$ cat config.mk
export PLATFORM = sky130hd
export DESIGN_NAME = addsub_accumulator_4bit
export DESIGN_NICKNAME = d
export VERILOG_FILES = /design/src/rtl/addsub_accumulator_4bit.sv
export SDC_FILE = /design/constraint.sdc
export NUM_CORES = 1
export LEC_CHECK = 0
export ABC_AREA = 1
export CAP_MARGIN = 15
export CORE_MARGIN = 2
export CORE_UTILIZATION = 40
export DETAILED_ROUTE_END_ITERATION = 8
export PLACE_DENSITY = 0.82
export SKIP_CTS_REPAIR_TIMING = 1
export SLEW_MARGIN = 30
export SYNTH_ARGS = -nofsm -noshare
export SYNTH_HDL_FRONTEND = slang
export SYNTH_SLANG_ARGS = --single-unit
$ cat constraint.sdc
create_clock -name clk -period 1.4 [get_ports clk]
set_input_delay 0.35 -clock clk [delete_from_list [all_inputs] [get_ports clk]]
set_output_delay 0.35 -clock clk [all_outputs]
set_load 0.01 [all_outputs]
$ cat src/rtl/addsub_accumulator_4bit.sv
// Sequential wrapper around a 4-bit combinational adder-subtractor.
// Accepts LOAD/ADD/SUB/CLR requests and returns accumulator results.
module addsub_accumulator_4bit #(
    parameter logic [3:0] ACC_INIT = 4'h0
) (
    input  logic       clk,
    input  logic       rst_n,
    input  logic       in_valid,
    output logic       in_ready,
    input  logic [1:0] in_op,
    input  logic [3:0] in_data,
    output logic [3:0] as_a,
    output logic [3:0] as_b,
    output logic       as_cin,
    input  logic [3:0] as_sum,
    input  logic       as_carry,
    output logic       out_valid,
    input  logic       out_ready,
    output logic [3:0] out_acc,
    output logic       out_carry,
    output logic       out_zero,
    output logic       out_neg,
    output logic       out_ovf,
    output logic       ovf_sticky
);

    typedef enum logic [1:0] {
        IDLE = 2'b00,
        EXEC = 2'b01,
        RESP = 2'b10
    } state_t;

    localparam logic [1:0] OP_LOAD = 2'b00;
    localparam logic [1:0] OP_ADD  = 2'b01;
    localparam logic [1:0] OP_SUB  = 2'b10;
    localparam logic [1:0] OP_CLR  = 2'b11;

    state_t     state_q, state_d;
    logic [3:0] acc_q, acc_d;
    logic [3:0] opnd_q, opnd_d;
    logic       sub_q, sub_d;
    logic       carry_q, carry_d;
    logic       ovf_q, ovf_d;
    logic       sticky_q, sticky_d;
    logic       in_ready_q, in_ready_d;
    logic       out_valid_q, out_valid_d;

    logic       a3, b3, s3;
    logic       exec_ovf;

    // Signed overflow of the op being executed, from operand sign bits.
    always_comb begin
        a3 = acc_q[3];
        b3 = opnd_q[3];
        s3 = as_sum[3];
        if (sub_q) begin
            exec_ovf = (a3 != b3) && (s3 != a3);
        end else begin
            exec_ovf = (a3 == b3) && (s3 != a3);
        end
    end

    // Next-state and datapath update for the IDLE/EXEC/RESP controller.
    always_comb begin
        state_d  = state_q;
        acc_d    = acc_q;
        opnd_d   = opnd_q;
        sub_d    = sub_q;
        carry_d  = carry_q;
        ovf_d    = ovf_q;
        sticky_d = sticky_q;

        unique case (state_q)
            IDLE: begin
                if (in_valid) begin
                    unique case (in_op)
                        OP_LOAD: begin
                            acc_d   = in_data;
                            carry_d = 1'b0;
                            ovf_d   = 1'b0;
                            state_d = RESP;
                        end
                        OP_ADD, OP_SUB: begin
                            opnd_d  = in_data;
                            sub_d   = (in_op == OP_SUB);
                            state_d = EXEC;
                        end
                        OP_CLR: begin
                            acc_d    = ACC_INIT;
                            carry_d  = 1'b0;
                            ovf_d    = 1'b0;
                            sticky_d = 1'b0;
                            state_d  = RESP;
                        end
                        default: state_d = IDLE;
                    endcase
                end
            end
            EXEC: begin
                acc_d    = as_sum;
                carry_d  = as_carry;
                ovf_d    = exec_ovf;
                sticky_d = sticky_q | exec_ovf;
                state_d  = RESP;
            end
            RESP: begin
                if (out_ready) begin
                    state_d = IDLE;
                end
            end
            default: state_d = IDLE;
        endcase

        in_ready_d  = (state_d == IDLE);
        out_valid_d = (state_d == RESP);
    end

    // Single state register; handshake outputs are registered alongside.
    always_ff @(posedge clk or negedge rst_n) begin
        if (!rst_n) begin
            state_q     <= IDLE;
            acc_q       <= ACC_INIT;
            opnd_q      <= 4'h0;
            sub_q       <= 1'b0;
            carry_q     <= 1'b0;
            ovf_q       <= 1'b0;
            sticky_q    <= 1'b0;
            in_ready_q  <= 1'b1;
            out_valid_q <= 1'b0;
        end else begin
            state_q     <= state_d;
            acc_q       <= acc_d;
            opnd_q      <= opnd_d;
            sub_q       <= sub_d;
            carry_q     <= carry_d;
            ovf_q       <= ovf_d;
            sticky_q    <= sticky_d;
            in_ready_q  <= in_ready_d;
            out_valid_q <= out_valid_d;
        end
    end

    assign in_ready   = in_ready_q;
    assign out_valid  = out_valid_q;

    assign as_a       = acc_q;
    assign as_b       = opnd_q;
    assign as_cin     = sub_q;

    assign out_acc    = acc_q;
    assign out_carry  = carry_q;
    assign out_zero   = (acc_q == 4'h0);
    assign out_neg    = acc_q[3];
    assign out_ovf    = ovf_q;
    assign ovf_sticky = sticky_q;

    a_hs_excl: assert property (
        @(posedge clk) disable iff (!rst_n)
        !(in_ready_q && out_valid_q)
    );

    a_bp_hold: assert property (
        @(posedge clk) disable iff (!rst_n)
        (out_valid_q && !out_ready) |=>
            (out_valid_q && $stable(acc_q) && $stable(ovf_q))
    );

endmodule

Word-level counts from Yosys, hierarchy flattened
Index checks and enable logic that the tools add are counted.
{"block": "word_totals", "ff_bits": 16, "latchBits": 0, "mem_bits_rw": 0, "rom_bits": 0, "input_bits": 15, "memories": 0}
{"block": "classes", "add_sub_neg": 0, "n_mul": 0, "div": 0, "magnitude_cmp": 0, "eq_ne": 13, "shifts": 0, "mux": 15, "n_bitwise": 1, "reduce_logical": 13}
{"cell": "$pmux 4 s2", "n": 2}
{"cell": "$reduce_and 3->1", "n": 4}
{"cell": "$eq 2x2->1 const B", "n": 4}
{"cell": "$logic_not 2->1", "n": 3}
{"cell": "$pmux 1 s2", "n": 3}
{"cell": "$pmux 2 s3", "n": 1}
{"cell": "$mux 1", "n": 5}
{"cell": "$eq 2x1->1 const B", "n": 2}
{"cell": "$logic_not 4->1", "n": 1}
{"cell": "$mux 2", "n": 2}
{"cell": "$mux 4", "n": 1}
{"cell": "$ne 2x2->1 const B", "n": 2}
{"cell": "$pmux 2 s2", "n": 1}
{"cell": "$reduce_or 2->1", "n": 2}
{"cell": "$ne 3x1->1 const B", "n": 1}
{"cell": "$logic_and 1x1->1", "n": 2}
{"cell": "$ne 1x1->1", "n": 2}
{"cell": "$ne 2x1->1 const B", "n": 1}
{"cell": "$reduce_bool 2->1", "n": 1}
{"cell": "$eq 1x1->1", "n": 1}
{"cell": "$or 1x1->1", "n": 1}

Logic depth before layout (Yosys ltp)
Gate-level depths: netlist (run 1).
{"block": "logic_depth", "depth_word": 6, "depth_mapped": 8, "depth_no_buf": 8}

Worst setup path before layout (run 1)
No wires, ideal clock.
{"block": "synth_path", "path_type": "reg-to-output", "start": "reg acc_q[1], in the netlist as_a[1]", "end": "out out_zero", "t_arrival_ps": 883, "required_time_ps": 1050, "setup_slack_ps": 167, "path_stages_with_launch": 2, "cell_sequence": "dfrtp_1 nor4_1"}
{"block": "synth_between", "elab_chain_cells": 1}
{"item": "start, declared", "line": "39", "rtl": "logic [3:0] acc_q, acc_d;"}
{"item": "start signal, assigned", "line": "122", "rtl": "acc_q <= ACC_INIT;"}
{"item": "start signal, assigned", "line": "132", "rtl": "acc_q <= acc_d;"}
{"item": "$logic_not 4->1", "line": "152", "rtl": "assign out_zero = (acc_q == 4'h0);"}
{"item": "end, declared", "line": "21", "rtl": "output logic out_zero,"}
No other way between the ends.

Final worst setup path (run 1)
{"block": "layout_path", "start": "reg acc_q[3], in the netlist as_a[3]", "end": "out out_zero"}
Same word-level chain as after synthesis.

==> impl_results.md, run 1 <==
- Status: complete, but fails checks
- Failing checks: negative setup slack
- CTS sink count: 16
- Ant. Diodes: 0
- Tmin final: 1.55 ns
- CTS Buf Count: 3
- Crit path arrival time: 1.20 ns
- Worst skew pair latency: 0.30 ns
- Max_cap viols: 0
- Iteration-0 DRC Markers: 14
- Core area: 0.00198 mm^2
- CP endpoint kind: output port
- Cell taking the most area after synthesis: dfrtp_1
- Ys flop type: dfrtp_1
- Clock share of power: 11.3%
- Yosys top cell area share: 44.4%
- Syn Nets: 118
- DR vias/cell: 4.81
- Crit share post-route: 111%
- GRT Total Usage: 17.7%
- Synth Instances: 100
- Syn_area_per_cell: 8.45 um^2
- VDD IR-drop max: 0.00117 V
- Slew headroom: 85.7%
- Most common cell in the netlist: nand2_1
- Cell Area, Synth: 845 um^2
- I/O pins: 35
- Worst-path clk slew: 0.10 ns
- Wire length per cell after detailed routing: 13.8 um
- Final Non-Filler Cells: 168
- Post-synth cell types: 21
- Worst slew pin tran: 0.214 ns
- Rows: 16
- Number of synthesized flops with an enable pin: 0
- Htree depth: 1
- Startpoint type of the worst setup path: flip-flop
- Drt pass-1 iters: 4
- Die height: 50.0 um
- CP max-delay cell: dfrtp_1
- Critical path type: flip-flop to output port
- Design area: 0.00135 mm^2
- Final Core Density: 68.2%
- Vias: 808
- Final WS setup: -0.154 ns
- Max clock buf depth: 2
- Die ar.: 0.00250 mm^2
- Synth cell count leaders: 36 x nand2_1, 15 x dfrtp_1, 13 x inv_1, 7 x o21ai_0, 5 x buf_4
- HPWL Detailed: 1670 um
- Area grow syn2layout: 60.0%
- Share of post-route cells with drive strength above 1: 17.7%
- Synthesis-stage register bit count: 16
- GR Overflow Total: 0
- Ys async rst share: 100%
- Root buffer cell: clkbuf_4
- Worst Clk Skew: 0.0113 ns
- Sequential share of power: 32.9%
- DIE WIDTH: 50.0 um
- Post-synthesis sequential area ratio: 47.6%
- Cell Int Power: 0.00145 W
- Max incr delay on CP: 0.39 ns
- Final total power: 0.00237 W
- Crit Path Max Fanout: 2
- Post-Route WL: 2320 um
- First-pass GRT wire length: 3260 um
- WHS: 0.353 ns
- Power Density: 1760 mW/mm^2
- CTS tree: built
- Synth area leaders: dfrtp_1 44%, nand2_1 16%, inv_1 5.8%, buf_4 4.4%, ha_1 4.4%
- Comb power frac: 55.9%
- Post-route DRC: 0
- Starting Density: 42.6%
- Placed cell count: 162
- Sw Share: 38.9%
- Switch Pwr: 0.000923 W
- Largest net degree at the start of global routing: 17
- Final Hold Fails: 0
- FMAX: 0.644 GHz
- # setup viols final: 1
- Vias in the first global route: 765
- Port bufs: 34
- Final ANT Viol Nets: 0
- CP required: 1.05 ns
- NumNets Final: 160
- Synth warnings: 0
- Min-Delay Path Class: primary input to asynchronous set/reset pin
- Initial antenna violation count: 0
- Unrepaired setup endpoints after global routing: yes
- LEAKAGE: 0.910 nW
- Final Wtd Congestion: 0.800
- Critical path, cell by cell: buf_4 > nor4_1 > dlymetal6s2s_1
- Max-slew violations: 0
- Post-DP Area: 0.00123 mm^2
power groups by stage:
| stage | sequential [W] | combinational, W | clock [W] |
|---|---|---|---|
| CTS | 0.000786 | 0.00133 | 0.000266 |
| floorplan | 0.000893 | 0.000517 | 0 |
| finish | 0.000780 | 0.00133 | 0.000267 |
| global route | 0.000804 | 0.00144 | 0.000282 |
| detailed placement | 0.000796 | 0.00133 | 0 |
| global placement | 0.000783 | 0.00128 | 0 |
flip-flops by register name, indices dropped and copies added, names as in the netlist:
| register | cells |
|---|---|
| out_ovf | 1 |
| out_carry | 1 |
| out_valid | 1 |
| state_q | 2 |
| as_a | 4 |
| as_b | 4 |
| in_ready | 1 |
| ovf_sticky | 1 |
| as_cin | 1 |
metrics by stage:
step / setup WS, ns / TNS, ns
6_report: -0.154 / -0.154
5_1_grt: -0.217 / -0.233
4_1_cts: -0.479 / -5.31
3_5_place_dp: -0.410 / -5.29
3_3_place_gp: -0.366 / -4.38
2_1_floorplan: 0.167 / 0
cell usage in the layout (no fill, tap or decap):
master,count
buf_4,7
clkbuf_1,1
clkbuf_4,3
clkdlybuf4s50_1,12
dfrtp_1,15
dfstp_2,1
dlymetal6s2s_1,22
ha_1,2
ha_4,1
inv_1,12
inv_2,5
nand2_1,36
nand2_2,1
nand2_4,1
nand2_8,1
nand3_1,3
nand4_2,1
nand4_4,1
nor2_1,1
nor4_1,1
o211ai_1,1
o211ai_2,1
o21ai_0,5
o21ai_1,4
o21ai_4,1
o22ai_1,1
or2_4,1
layout make-up:
class | instances | area [um^2]
Multi-Input combinational cell | 63 | 378
Fill cell | 156 | 631
Sequential cell | 16 | 402
Tap cell | 27 | 33.8
Inverter | 17 | 63.8
Clock buffer | 4 | 26.3
Timing Repair Buffer | 41 | 448
critical path: cells and delay by family, from the launching register on:
family / cells / cell delay [ns]
buffers and inverters: 2 / 0.32
DFF: 1 / 0.39
and+or+nand+nor: 1 / 0.19
routing by layer:
layer / global-route usage [%] / wire length (um) / up-vias
met3: 4.85 / 135 / 7
met4: 8.33 / 67 / 0
met5: 0 / 0 / -
met2: 32.9 / 1230 / 28
li1: - / - / 396
met1: 18.0 / 884 / 377
kinds of logic (layout without fill, tap and decap cells):
logic type                 count (synthesis)  after routing  share of synthesized area (%)
adders and majority gates                  3              3                           4.44
AOI/OAI and AO/OA                         13             13                           10.4
and+or+nand+nor                           46             47                           25.6
buffers and inverters                     22             62                           12.0
DFF                                       16             16                           47.6
final timing paths:
check / startpoint / endpoint / slack (ns) / cells after the start
max in group asynchronous: rst_n / in_ready / 0.79 / 2
min in group clk: in_op[1] / as_cin / 0.48 / 4
max: as_a[3] / out_zero / -0.15 / 3
min reg2reg: as_b[1] / as_b[1] / 0.51 / 2
max reg2reg: state_q[1] / out_ovf / 0.22 / 5
min: rst_n / as_a[0] / 0.35 / 2
No activity file was read; power rests on OpenSTA's default activity.
==> run 2: changes to the inputs <==
--- a/config.mk
+++ b/config.mk
@@ -8,9 +8,9 @@
 export ABC_AREA = 1
 export CAP_MARGIN = 15
 export CORE_MARGIN = 2
-export CORE_UTILIZATION = 40
+export CORE_UTILIZATION = 41
 export DETAILED_ROUTE_END_ITERATION = 8
-export PLACE_DENSITY = 0.82
+export PLACE_DENSITY = 0.83
 export SKIP_CTS_REPAIR_TIMING = 1
 export SLEW_MARGIN = 30
 export SYNTH_ARGS = -nofsm -noshare
==> impl_results.md, run 2 (synthesized netlist as in run 1, its figures left out) <==
- Final ANT Viol Nets: 0 (unchanged)
- Vias in the first global route: 739 (was 765)
- CP required: 1.05 ns (about the same)
- Final WS setup: -0.0591 ns (was -0.154 ns)
- # setup viols final: 1 (unchanged)
- Comb power frac: 53.6% (was 55.9%)
- Die ar.: 0.00244 mm^2 (was 0.00250 mm^2)
- Critical R2R Launch: state_q[1] (unchanged)
- Wire length per cell after detailed routing: 12.6 um (was 13.8 um)
- Status: complete, but fails checks (unchanged)
- CP endpoint kind: output port (unchanged)
- Final Hold Fails: 0 (unchanged)
- Max_cap viols: 0 (unchanged)
- GR Overflow Total: 0 (unchanged)
- Most common cell after layout, fill and taps aside: nand2_1 (unchanged)
- GRT Total Usage: 17.4% (was 17.7%)
- Htree depth: 1 (unchanged)
- Clock share of power: 13.2% (was 11.3%)
- Max-slew violations: 0 (unchanged)
- FMAX: 0.685 GHz (was 0.644 GHz)
- Fill count: 160 (was 156)
- Max clock buf depth: 2 (unchanged)
- CP max-delay cell: dfrtp_1 (unchanged)
- Post-route DRC: 0 (unchanged)
- Switch Pwr: 0.000900 W (was 0.000923 W)
- Iteration-0 DRC Markers: 27 (was 14)
- Startpoint type of the worst setup path: flip-flop (unchanged)
- I/O pins: 35 (unchanged)
- Critical path type: flip-flop to output port (unchanged)
- Setup tns final: -0.0591 ns (was -0.154 ns)
- Design area: 0.00136 mm^2 (was 0.00135 mm^2)
- Worst-path clk slew: 0.10 ns (about the same)
- Unrepaired setup endpoints after global routing: yes (unchanged)
- Final Wtd Congestion: 0.863 (was 0.800)
- Most frequent cells in the layout: 36 x nand2_1, 21 x dlymetal6s2s_1, 15 x dfrtp_1 (was 36 x nand2_1, 22 x dlymetal6s2s_1, 15 x dfrtp_1)
- Placed cell count: 163 (was 162)
- Tmin final: 1.46 ns (was 1.55 ns)
- Slew headroom: 85.5% (was 85.7%)
- Final total power: 0.00237 W (about the same)
- Drt pass-1 iters: 4 (unchanged)
- Starting Density: 43.0% (was 42.6%)
- Cell Int Power: 0.00147 W (was 0.00145 W)
- LEAKAGE: 0.904 nW (was 0.910 nW)
- Crit path arrival time: 1.11 ns (was 1.20 ns)
- DIE WIDTH: 49.4 um (was 50.0 um)
- Crit share post-route: 104% (was 111%)
- Top cell family by delay on the critical path: flip-flops (unchanged)
- Reg2Reg Setup Slack: 0.22 ns (about the same)
- CTS sink count: 16 (unchanged)
- CTS tree: built (unchanged)
- First-pass GRT wire length: 3230 um (was 3260 um)
- Post-DP Area: 0.00123 mm^2 (about the same)
- Die height: 49.4 um (was 50.0 um)
- Area grow syn2layout: 61.0% (was 60.0%)
- Post-Route WL: 2120 um (was 2320 um)
- NumNets Final: 160 (unchanged)
- R2r worst-path depth: 5 (unchanged)
- Worst skew pair latency: 0.29 ns (was 0.30 ns)
- Critical path, cell by cell: nor4_2 > buf_2 (was buf_4 > nor4_1 > dlymetal6s2s_1)
- Vias: 807 (was 808)
- Worst Clk Skew: 0.00254 ns (was 0.0113 ns)
- Max incr delay on CP: 0.40 ns (was 0.39 ns)
- Rows: 16 (unchanged)
- Core area: 0.00196 mm^2 (was 0.00198 mm^2)
- Crit Path Max Fanout: 2 (unchanged)
- Reg-to-Reg End: out_carry (was out_ovf)
- Failing checks: negative setup slack (unchanged)
- Sw Share: 37.9% (was 38.9%)
- VDD IR-drop max: 0.000999 V (was 0.00117 V)
- Initial antenna violation count: 0 (unchanged)
- CTS Buf Count: 3 (unchanged)
- Largest net degree at the start of global routing: 17 (unchanged)
- HPWL Detailed: 1570 um (was 1670 um)
- Worst slew pin tran: 0.217 ns (was 0.214 ns)
- Final Non-Filler Cells: 168 (unchanged)
- Min-Delay Path Class: primary input to asynchronous set/reset pin (unchanged)
- Share of post-route cells with drive strength above 1: 19.9% (was 17.7%)
- Port bufs: 34 (unchanged)
- DR vias/cell: 4.80 (was 4.81)
- Ant. Diodes: 0 (unchanged)
- Root buffer cell: clkbuf_4 (unchanged)
- Power Density: 1750 mW/mm^2 (was 1760 mW/mm^2)
- Sequential share of power: 33.2% (was 32.9%)
- Buffers & Inverters on Critical Path: 1 (was 2)
==> run 2: changes by cell type in the layout (fill, tap and decap cells not counted) <==
cell	previous run	this run
dlymetal6s2s_1	22	21
nor4_1	1	0
o21ai_0	5	7
buf_2	0	1
nor4_2	0	1
clkbuf_8	0	1
clkbuf_1	1	0
o21ai_1	4	2
==> run 2: metal layers <==
metal  wire length [um]  GRT usage (%)  part of all wire (%)
met3                137           3.99                   6.5
met5                  0              0                     0
met1                827           19.2                    39
met2               1080           30.2                    51
met4                 74           10.6                   3.5
==> run 2: how the worst max path moves through the flow <==
stage / end / startpoint / cells after the start
after CTS: out_zero / as_a[1] / 2
after global routing: out_zero / as_a[1] / 2
after floorplan: out_zero / as_a[1] / 1
final: out_zero / as_a[1] / 2
after global placement: out_ovf / in_op[0] / 6
after detailed placement: out_carry / in_op[1] / 6
==> run 2: power groups by stage <==
stage | Sequential [W] | Combinational, W | Clock [W]
6_report | 0.000789 | 0.00127 | 0.000313
5_1_grt | 0.000808 | 0.00139 | 0.000329
4_1_cts | 0.000778 | 0.00133 | 0.000307
3_5_place_dp | 0.000788 | 0.00132 | 0
3_3_place_gp | 0.000781 | 0.00127 | 0
2_1_floorplan | 0.000893 | 0.000517 | 0
==> run 2: cell type report <==
cell class                 instances  area (um^2)  area share [%]
clock buffer                       4         36.3            2.67
inverter                          17         63.8            4.69
multi-input combinational         63          384            28.2
sequential                        16          402            29.5
tap                               27         33.8            2.48
timing repair buffer              41          440            32.4
==> run 2: metrics by stage <==
stage	util, %	hold slack (ns)	worst slack, ns
final	69.3	0.355	-0.0591
after global routing	69.3	0.392	-0.113
after CTS	64.7	0.373	-0.480
after detailed placement	62.9	0.490	-0.373
after global placement	62.9	0.481	-0.343
after floorplan	-	0.0544	0.167
